`src/rtl/change_dispenser.sv`:
```
// change_dispenser: pays out a change amount one coin at a time, greedy
// largest-coin-first, from per-denomination stock, via a req/ack hopper.
//
// Ports:
//   clk, reset          clock; asynchronous active-high reset
//   start, amount       begin a payout of amount (accepted only when idle)
//   refill, refill_sel,
//   refill_cnt          add coins to one denomination (accepted only when idle)
//   hopper_ack          hopper has ejected the requested coin
//   hopper_req,
//   hopper_sel          eject request and denomination (00=1,01=5,10=10,11=50)
//   busy, done          not idle / one-cycle payout-complete pulse
//   fail_code           00 none, 01 insufficient coins, 10 hopper timeout
//   remaining           amount still unpaid
//   stock_1..stock_50   current coin stock per denomination
module change_dispenser #(
    parameter int STOCK_W     = 6,
    parameter int INIT_STOCK  = 10,
    parameter int ACK_TIMEOUT = 15
) (
    input  logic               clk,
    input  logic               reset,
    input  logic               start,
    input  logic [7:0]         amount,
    input  logic               refill,
    input  logic [1:0]         refill_sel,
    input  logic [STOCK_W-1:0] refill_cnt,
    input  logic               hopper_ack,
    output logic               hopper_req,
    output logic [1:0]         hopper_sel,
    output logic               busy,
    output logic               done,
    output logic [1:0]         fail_code,
    output logic [7:0]         remaining,
    output logic [STOCK_W-1:0] stock_1,
    output logic [STOCK_W-1:0] stock_5,
    output logic [STOCK_W-1:0] stock_10,
    output logic [STOCK_W-1:0] stock_50
);

    localparam int TW = (ACK_TIMEOUT > 1) ? $clog2(ACK_TIMEOUT) : 1;

    typedef enum logic [2:0] {
        S_IDLE,
        S_PICK,
        S_DISPENSE,
        S_DONE,
        S_FAIL
    } state_t;

    state_t state, state_nxt;

    logic [STOCK_W-1:0] stock_q [4];
    logic [TW-1:0]      to_cnt;

    logic               pick_ok;
    logic [1:0]         pick_sel;
    logic               to_hit;
    logic [7:0]         rem_after;
    logic [STOCK_W:0]   refill_sum;
    logic [STOCK_W-1:0] refill_val;

    function automatic logic [7:0] coin_value(input logic [1:0] sel);
        logic [7:0] v;
        unique case (sel)
            2'b00:   v = 8'd1;
            2'b01:   v = 8'd5;
            2'b10:   v = 8'd10;
            default: v = 8'd50;
        endcase
        return v;
    endfunction

    // Greedy choice: largest coin that fits and is in stock.
    always_comb begin
        pick_ok  = 1'b1;
        pick_sel = 2'b00;
        if (remaining >= 8'd50 && stock_q[3] != '0) begin
            pick_sel = 2'b11;
        end else if (remaining >= 8'd10 && stock_q[2] != '0) begin
            pick_sel = 2'b10;
        end else if (remaining >= 8'd5 && stock_q[1] != '0) begin
            pick_sel = 2'b01;
        end else if (remaining >= 8'd1 && stock_q[0] != '0) begin
            pick_sel = 2'b00;
        end else begin
            pick_ok = 1'b0;
        end
    end

    // Counter holds k in the k-th unacked DISPENSE cycle (0-based), so the
    // abort fires after exactly ACK_TIMEOUT cycles of request.
    assign to_hit    = (to_cnt == TW'(ACK_TIMEOUT - 1));
    assign rem_after = remaining - coin_value(hopper_sel);

    // Saturating refill: carry out of the widened sum means overflow.
    assign refill_sum = {1'b0, stock_q[refill_sel]} + {1'b0, refill_cnt};
    assign refill_val = refill_sum[STOCK_W] ? '1 : refill_sum[STOCK_W-1:0];

    always_ff @(posedge clk or posedge reset) begin
        if (reset) begin
            state <= S_IDLE;
        end else begin
            state <= state_nxt;
        end
    end

    always_comb begin
        state_nxt = state;
        unique case (state)
            S_IDLE: begin
                if (start) begin
                    state_nxt = (amount == 8'd0) ? S_DONE : S_PICK;
                end
            end
            S_PICK: begin
                state_nxt = pick_ok ? S_DISPENSE : S_FAIL;
            end
            S_DISPENSE: begin
                if (hopper_ack) begin
                    state_nxt = (rem_after == 8'd0) ? S_DONE : S_PICK;
                end else if (to_hit) begin
                    state_nxt = S_FAIL;
                end
            end
            S_DONE:  state_nxt = S_IDLE;
            S_FAIL:  state_nxt = S_IDLE;
            default: state_nxt = S_IDLE;
        endcase
    end

    always_ff @(posedge clk or posedge reset) begin
        if (reset) begin
            for (int i = 0; i < 4; i++) begin
                stock_q[i] <= STOCK_W'(INIT_STOCK);
            end
            remaining  <= 8'd0;
            fail_code  <= 2'b00;
            hopper_sel <= 2'b00;
            to_cnt     <= '0;
        end else begin
            unique case (state)
                S_IDLE: begin
                    if (start) begin
                        remaining <= amount;
                        fail_code <= 2'b00;
                    end
                    if (refill) begin
                        stock_q[refill_sel] <= refill_val;
                    end
                end
                S_PICK: begin
                    to_cnt <= '0;
                    if (pick_ok) begin
                        hopper_sel <= pick_sel;
                    end else begin
                        fail_code <= 2'b01;
                    end
                end
                S_DISPENSE: begin
                    if (hopper_ack) begin
                        remaining <= rem_after;
                        if (stock_q[hopper_sel] != '0) begin
                            stock_q[hopper_sel] <=
                                stock_q[hopper_sel] - STOCK_W'(1);
                        end
                    end else begin
                        to_cnt <= to_cnt + TW'(1);
                        if (to_hit) begin
                            fail_code <= 2'b10;
                        end
                    end
                end
                default: ;
            endcase
        end
    end

    assign hopper_req = (state == S_DISPENSE);
    assign busy       = (state != S_IDLE);
    assign done       = (state == S_DONE);

    assign stock_1  = stock_q[0];
    assign stock_5  = stock_q[1];
    assign stock_10 = stock_q[2];
    assign stock_50 = stock_q[3];

endmodule

```
`config.mk`:
```
export PLATFORM = sky130hd
export DESIGN_NAME = change_dispenser
export DESIGN_NICKNAME = d
export VERILOG_FILES = /design/src/rtl/change_dispenser.sv
export SDC_FILE = /design/constraint.sdc
export NUM_CORES = 1
export LEC_CHECK = 0
export CAP_MARGIN = 20
export CORE_MARGIN = 4
export CORE_UTILIZATION = 55
export DETAILED_ROUTE_END_ITERATION = 8
export PLACE_DENSITY_LB_ADDON = 0.25
export SETUP_SLACK_MARGIN = 0.2
export SYNTH_ARGS = -nofsm -noshare
export SYNTH_HDL_FRONTEND = slang
export SYNTH_SLANG_ARGS = --single-unit
export TNS_END_PERCENT = 1
```
`constraint.sdc`:
```
create_clock -name clk -period 6.1 [get_ports clk]
set_input_delay 1.22 -clock clk [delete_from_list [all_inputs] [get_ports clk]]
set_output_delay 1.22 -clock clk [all_outputs]
set_load 0.02 [all_outputs]
```
==> results of run 1 <==
per-stage QoR:
step	util, %	std cells
6_report	68.6	488
5_1_grt	68.6	488
4_1_cts	68.6	488
3_5_place_dp	66.4	480
3_3_place_gp	66.4	480
2_1_floorplan	-	360
where the power goes:
part           leakage, nW  internal, mW  switching [mW]
Clock               0.0654         0.164           0.102
Combinational         1.07         0.744           0.917
Sequential           0.511         0.437           0.240
Total                 1.64          1.35            1.26
Yosys cell counts (3+ instances only):
master,count,area share [%]
or3_1,3,0.56
o21a_1,17,3.8
a22oi_1,6,1.3
a21boi_4,4,2.2
buf_2,3,0.45
a21oi_1,31,4.6
nor2b_1,3,0.56
o221ai_1,11,2.9
dfstp_2,8,6.3
buf_6,6,2.0
nor2_1,48,5.4
o21ai_0,17,2.5
xor2_1,3,0.78
nand2_1,20,2.2
o211ai_1,4,0.90
a21o_1,3,0.67
mux4_2,11,7.4
and2_1,3,0.56
nand2b_1,4,0.75
nor3_1,7,1.0
and3_1,3,0.56
inv_1,21,2.4
nor4_1,9,1.7
a211o_1,4,1.0
clkbuf_1,3,0.34
xnor2_1,5,1.3
a211oi_1,5,1.1
dfrtp_1,35,26
nand3_1,10,1.5
ha_1,15,5.6
worst max-delay path by stage:
| stage | cells after the start | startpoint | endpoint |
|---|---|---|---|
| floorplan | 9 | refill_sel[0] | stock_10[0] |
| global placement | 11 | refill_sel[1] | stock_10[0] |
| detailed placement | 11 | refill_sel[1] | stock_10[0] |
| CTS | 11 | refill_sel[1] | stock_10[0] |
| global route | 11 | refill_sel[1] | stock_10[0] |
| finish | 11 | refill_sel[1] | stock_10[0] |
cell families after synthesis:
| family | after synthesis |
|---|---|
| AO/OA/AOI/OAI | 119 |
| XOR/XNOR | 8 |
| adder cells (fa/ha/maj) | 17 |
| buffers and inverters | 37 |
| flip-flops | 43 |
| multiplexers | 16 |
| AND/OR/NAND/NOR | 120 |
sequential cells by signal, summed over array words and instances, names as in the netlist:
| name | count |
|---|---|
| stock_10 | 6 |
| state | 3 |
| fail_code | 2 |
| to_cnt | 4 |
| stock_1 | 6 |
| stock_5 | 6 |
| hopper_sel | 2 |
| remaining | 8 |
| stock_50 | 6 |
worst min-delay path, stage by stage (launching register included):
cell and delay (ns):
dfrtp_1 0.38, inv_1 0.06, o21ai_0 0.07
placed cells by master (no fill, tap or decap), types with 6 or more instances in the layout:
cell type,n
nand2_1,20
nor3_1,7
dfstp_2,8
nand3_1,10
ha_1,15
nor4_1,9
nor2_1,48
o221ai_1,11
o21a_1,17
a21oi_1,31
a22oi_1,6
mux4_2,11
clkdlybuf4s50_1,59
dfrtp_1,35
o21ai_0,17
inv_1,21
cell type report:
| type | count | area [um2] | area share, % |
|---|---|---|---|
| repair buffers | 60 | 598 | 14.7 |
| multi-input cells | 280 | 2070 | 50.9 |
| flip-flops and latches | 43 | 1090 | 26.7 |
| clock buffers | 6 | 72.6 | 1.79 |
| inverters | 22 | 83.8 | 2.06 |
| well taps | 75 | 93.8 | 2.31 |
| clock inverters | 2 | 60.1 | 1.48 |
routing by layer:
metal / vias to the layer above / part of all wire [%]
met1: 1508 / 39
met2: 143 / 50
met5: - / 0
met3: 35 / 7.6
li1: 1449 / -
met4: 0 / 3.7
==> flow_summary.yaml, run 1 <==
cts:
  cts_tree: "built"
  cts_buffers: 5
  ctsHoldBuffers: 0
  h-tree-depth: 2
  cts_max_path_buffers: 2
  root_buffer: "clkbuf_8"
  clock_latency_ns: 0.30
  cts_resized: 0
  cts_sinks: 43
  clk_pin_slew_ns: 0.09
  post_cts_buffers: 0
run:
  drv_cap: 0
sta:
  slew_violations: 0
  worst_pin_slew_ns: 0.760
  hold_viol_final: 0
  final-setup-viol-count: 0
  maxSlewHeadroom_pct: 49.2
  fin_ws_ns: 1.85
  fin_crit_ns: 4.25
  rsz0062_at_grt: "no"
  timing.final.crit_share_pct: 69.7
  finalClockSkew_ns: 0.00440
  timing.hold.ws_ns: 0.546
  max_freq_mhz: 235
  finalSetupTns_ns: 0
finish:
  drive_above_1_share_pct: 10.7
  diodes: 0
  nNetsFinal: 450
  design_area_mm2: 0.00406
  syn_to_final_growth_pct: 21.2
  nFillCells: 502
power_and_ir_drop:
  p_per_area_mw_per_mm2: 641
  total_power_mw: 2.60
  leakage_nw: 1.64
  peakVddDrop_mv: 0.329
critical_path:
  r2r_slack_ns: 3.09
  crit_chain: "clkdlybuf4s50_1, mux4_2, ha_1, inv_1, fa_1, nor2b_1, o21a_1, o21ba_2, nor3_1, o221ai_1, o21a_1"
  worstReg2RegEnd: "remaining[7]"
  worstReg2RegStart: "state[1]"
  crit_arrival_ns: 4.45
  endpoint_kind: "flop"
  cpMaxStageDelayCell: "clkdlybuf4s50_1"
  cpPeakStageDelay_ns: 0.80
  critPathKind: "in -> reg"
  start_kind: "primary input"
  reg2regPathDepth: 7
  critPathMostFrequentCell: "o21a_1"
  crit_required_ns: 6.30
  cp.buffers_inverters: 2
  path_max_fanout: 13
  cp_top_family: "buffers and inverters"
logic_synthesis:
  async_flop_share_pct: 100
  synth_seq_area_share_pct: 32.4
  synth.net_count: 398
  yosys_warnings: 0
  yosys.area_share.simple_pct: 17.5
  synth_cell_type_count: 60
  avgSynthCellArea_um2: 9.31
  synthAdderAreaFrac_pct: 6.79
  synth_ff_type: "dfrtp_1"
  synth-seq-cells: 43
  syn_inst: 360
  synth_edf_count: 0
  synthXorXnorAreaFrac_pct: 2.09
  synth_top_family_by_area: "compound AO/OA/AOI/OAI gates"
  synthMuxAreaShare_pct: 9.44
  synth_area_mm2: 0.00335
  synth_compound_area_share_pct: 25.8
global_routing:
  grt_pass1_vias: 3212
  busiest_layer: "met2"
  grt_start_max_net_pins: 44
  met1_usage_pct: 32.6
  grt_pass1_wl_um: 15800
  grt.overflow.total: 0
  grt_util_met3_pct: 5.48
  antenna_found_initial: 0
  grt_usage_pct: 27.3
  use_met2_pct: 47.6
place:
  port_buffers: 59
  dp_hpwl_um: 7050
  pre_cts_ws_ns: 1.54
  placed_area_mm2: 0.00393
  gp_congestion: 0.949
status:
  outcome: "finished clean"
routing:
  wl_per_cell_um: 19.3
  wirelength_um: 9400
  first_pass_iters: 5
  num_vias: 3135
  antenna_left: 0
  viasPerCell: 6.42
  drtIter0Drc: 317
  drc: 0
die:
  ios: 60
  die_area_mm2: 0.00741
  num_rows: 28
  chipHeight_um: 86.1
  start_util_pct: 56.6
  die_width_um: 86.1
  coreArea_mm2: 0.00592
worst_hold_path:
  holdPathStages: 2
  min_path_type: "reg -> reg"
  min_from: "fail_code[0]"
  whs_endpoint: "fail_code[0]"
No activity file was read; power rests on OpenSTA's default activity.
==> run 2, diff against run 1 <==
CORE_UTILIZATION = 48   (was 55)
clock period = 3.7 ns   (was 6.1 ns; I/O delays follow)
==> flow_summary.yaml, run 2 (same netlist as run 1, synthesis figures left out) <==
status:
  outcome: "finished clean"
routing:
  wl_per_cell_um: 18.5
  drc: 0
  drtIter0Drc: 195
  dr_wl_met3_um: 670
  antenna_left: 0
  wl_met1_um: 4020
  wirelength_um: 9600
  first_pass_iters: 5
  viasPerCell: 6.15
  routed.top_layer: "met4"
  dr_wl_met2_um: 4600
  num_vias: 3191
place:
  dp_hpwl_um: 7300
  pre_cts_ws_ns: 0.0185
  placed_area_mm2: 0.00403
  gp_congestion: 0.977
  port_buffers: 59
sta:
  fin_crit_ns: 3.33
  finalClockSkew_ns: 0.00975
  fin_ws_ns: 0.369
  maxSlewHeadroom_pct: 51.2
  finalSetupTns_ns: 0
  worst_pin_slew_ns: 0.730
  hold_viol_final: 0
  timing.final.crit_share_pct: 90.0
  slew_violations: 0
  max_freq_mhz: 300
  rsz0062_at_grt: "no"
  final-setup-viol-count: 0
finish:
  final_util_pct: 60.7
  syn_to_final_growth_pct: 23.1
  layout_commonest_cell: "clkdlybuf4s50_1"
  nNetsFinal: 460
  diodes: 0
  design_area_mm2: 0.00413
  drive_above_1_share_pct: 13.0
  largest_register: "remaining"
  layout_common_cells: "clkdlybuf4s50_1 (58), nor2_1 (48), dfrtp_1 (35), a21oi_1 (31), inv_1 (21)"
  largest_register_ffs: 8
critical_path:
  start_kind: "primary input"
  crit_arrival_ns: 3.58
  reg2regPathDepth: 9
  r2r_slack_ns: 0.89
  crit_chain: "clkdlybuf4s50_1, mux4_2, ha_1, nor2b_1, o21a_1, o21ba_2, a211oi_1, buf_4, o221ai_1, o21a_1"
  critPathKind: "in -> reg"
  path_max_fanout: 5
  crit_required_ns: 3.95
  endpoint_kind: "flop"
  cp_top_family: "compound AO/OA/AOI/OAI gates"
  worstReg2RegEnd: "stock_1[2]"
  cpPeakStageDelay_ns: 0.59
  cpMaxStageDelayCell: "clkdlybuf4s50_1"
  worstReg2RegStart: "hopper_sel[0]"
  cp-startpoint: "refill_sel[0]"
  critPathMostFrequentCell: "o21a_1"
  cp.buffers_inverters: 2
worst_hold_path:
  holdPathStages: 2
  min_path_type: "reg -> reg"
  whs_endpoint: "stock_50[1]"
  min_from: "stock_50[1]"
global_routing:
  grt.overflow.total: 0
  grt_pass1_wl_um: 15600
  grt_start_max_net_pins: 29
  antenna_found_initial: 0
  grt_pass1_vias: 3127
  grt_usage_pct: 23.2
cts:
  cts_tree: "built"
  root_buffer: "clkbuf_8"
  clk_pin_slew_ns: 0.10
  h-tree-depth: 2
  cts_max_path_buffers: 2
  cts_buffers: 5
  post_cts_buffers: 0
  clock_latency_ns: 0.31
  cts_sinks: 43
die:
  coreArea_mm2: 0.00679
  num_rows: 30
  ios: 60
  die_width_um: 91.6
  die_area_mm2: 0.00838
  start_util_pct: 49.3
  chipHeight_um: 91.6
power_and_ir_drop:
  p_per_area_mw_per_mm2: 1030
  leakage_nw: 1.67
  peakVddDrop_mv: 0.438
  total_power_mw: 4.25
run:
  drv_cap: 0
==> run 2: cell count changes in the layout (fill, tap and decap cells not counted) <==
cell | previous run | this run
bufinv_16 | 2 | 0
clkdlybuf4s50_1 | 59 | 58
dlymetal6s2s_1 | 0 | 1
clkinvlp_4 | 0 | 2
clkbuf_1 | 1 | 0
inv_6 | 0 | 1
buf_4 | 1 | 11
==> run 2: per-layer routing <==
metal	vias to the layer above	track usage [%]
li1	1468	-
met1	1541	29.7
met2	153	38.6
met3	29	4.06
met4	0	9.17
met5	-	0
==> run 2: metrics by stage <==
step                hold slack [ns]  instances
floorplan                     0.502        360
global placement              0.520        511
detailed placement            0.529        511
CTS                           0.545        519
global route                  0.570        519
finish                        0.547        519
==> run 2: cell type report <==
class                   instances  area (um2)
clock buffers                   5        68.8
clock inverters                 3        23.8
fillers                       607        2670
inverters                      22        83.8
multi-input cells             280        2070
flip-flops and latches         43        1090
well taps                      96         120
repair buffers                 70         676
==> run 2: report_power, final <==
| group | total [mW] | switching (mW) | internal, mW | leakage (nW) |
|---|---|---|---|---|
| Sequential | 1.09 | 0.370 | 0.721 | 0.511 |
| Clock | 0.322 | 0.187 | 0.135 | 0.0408 |
| Combinational | 2.84 | 1.54 | 1.29 | 1.12 |
| Total | 4.25 | 2.10 | 2.15 | 1.67 |
==> run 2: repair_timing <==
item,CTS,global route
hold buffers,0,0
setup endpoints to repair,0,4
resized for setup,0,1
==> run 2: worst max-delay path by stage <==
stage	cells past startpoint	to	slack, ns
after floorplan	9	stock_5[0]	0.41
after detailed placement	12	stock_50[3]	0.02
after global routing	10	stock_10[3]	0.28
after CTS	12	stock_50[3]	0.33
final	10	stock_50[3]	0.37
after global placement	12	stock_10[3]	0.05
==> run 2: worst register-to-register path: cells and delay by family (launching register included) <==
| kind | cells | cell delay, ns |
|---|---|---|
| DFF | 1 | 0.72 |
| and+or+nand+nor | 1 | 0.07 |
| muxes | 1 | 0.42 |
| AOI/OAI and AO/OA | 4 | 1.09 |
| adders and majority gates | 1 | 0.22 |
| buffers and inverters | 2 | 0.19 |
==> run 3, diff against run 2 <==
SLEW_MARGIN = 30   (was default)
==> results of run 3 <==
No change in the layout: final DEF, timing and power equal those of run 2.
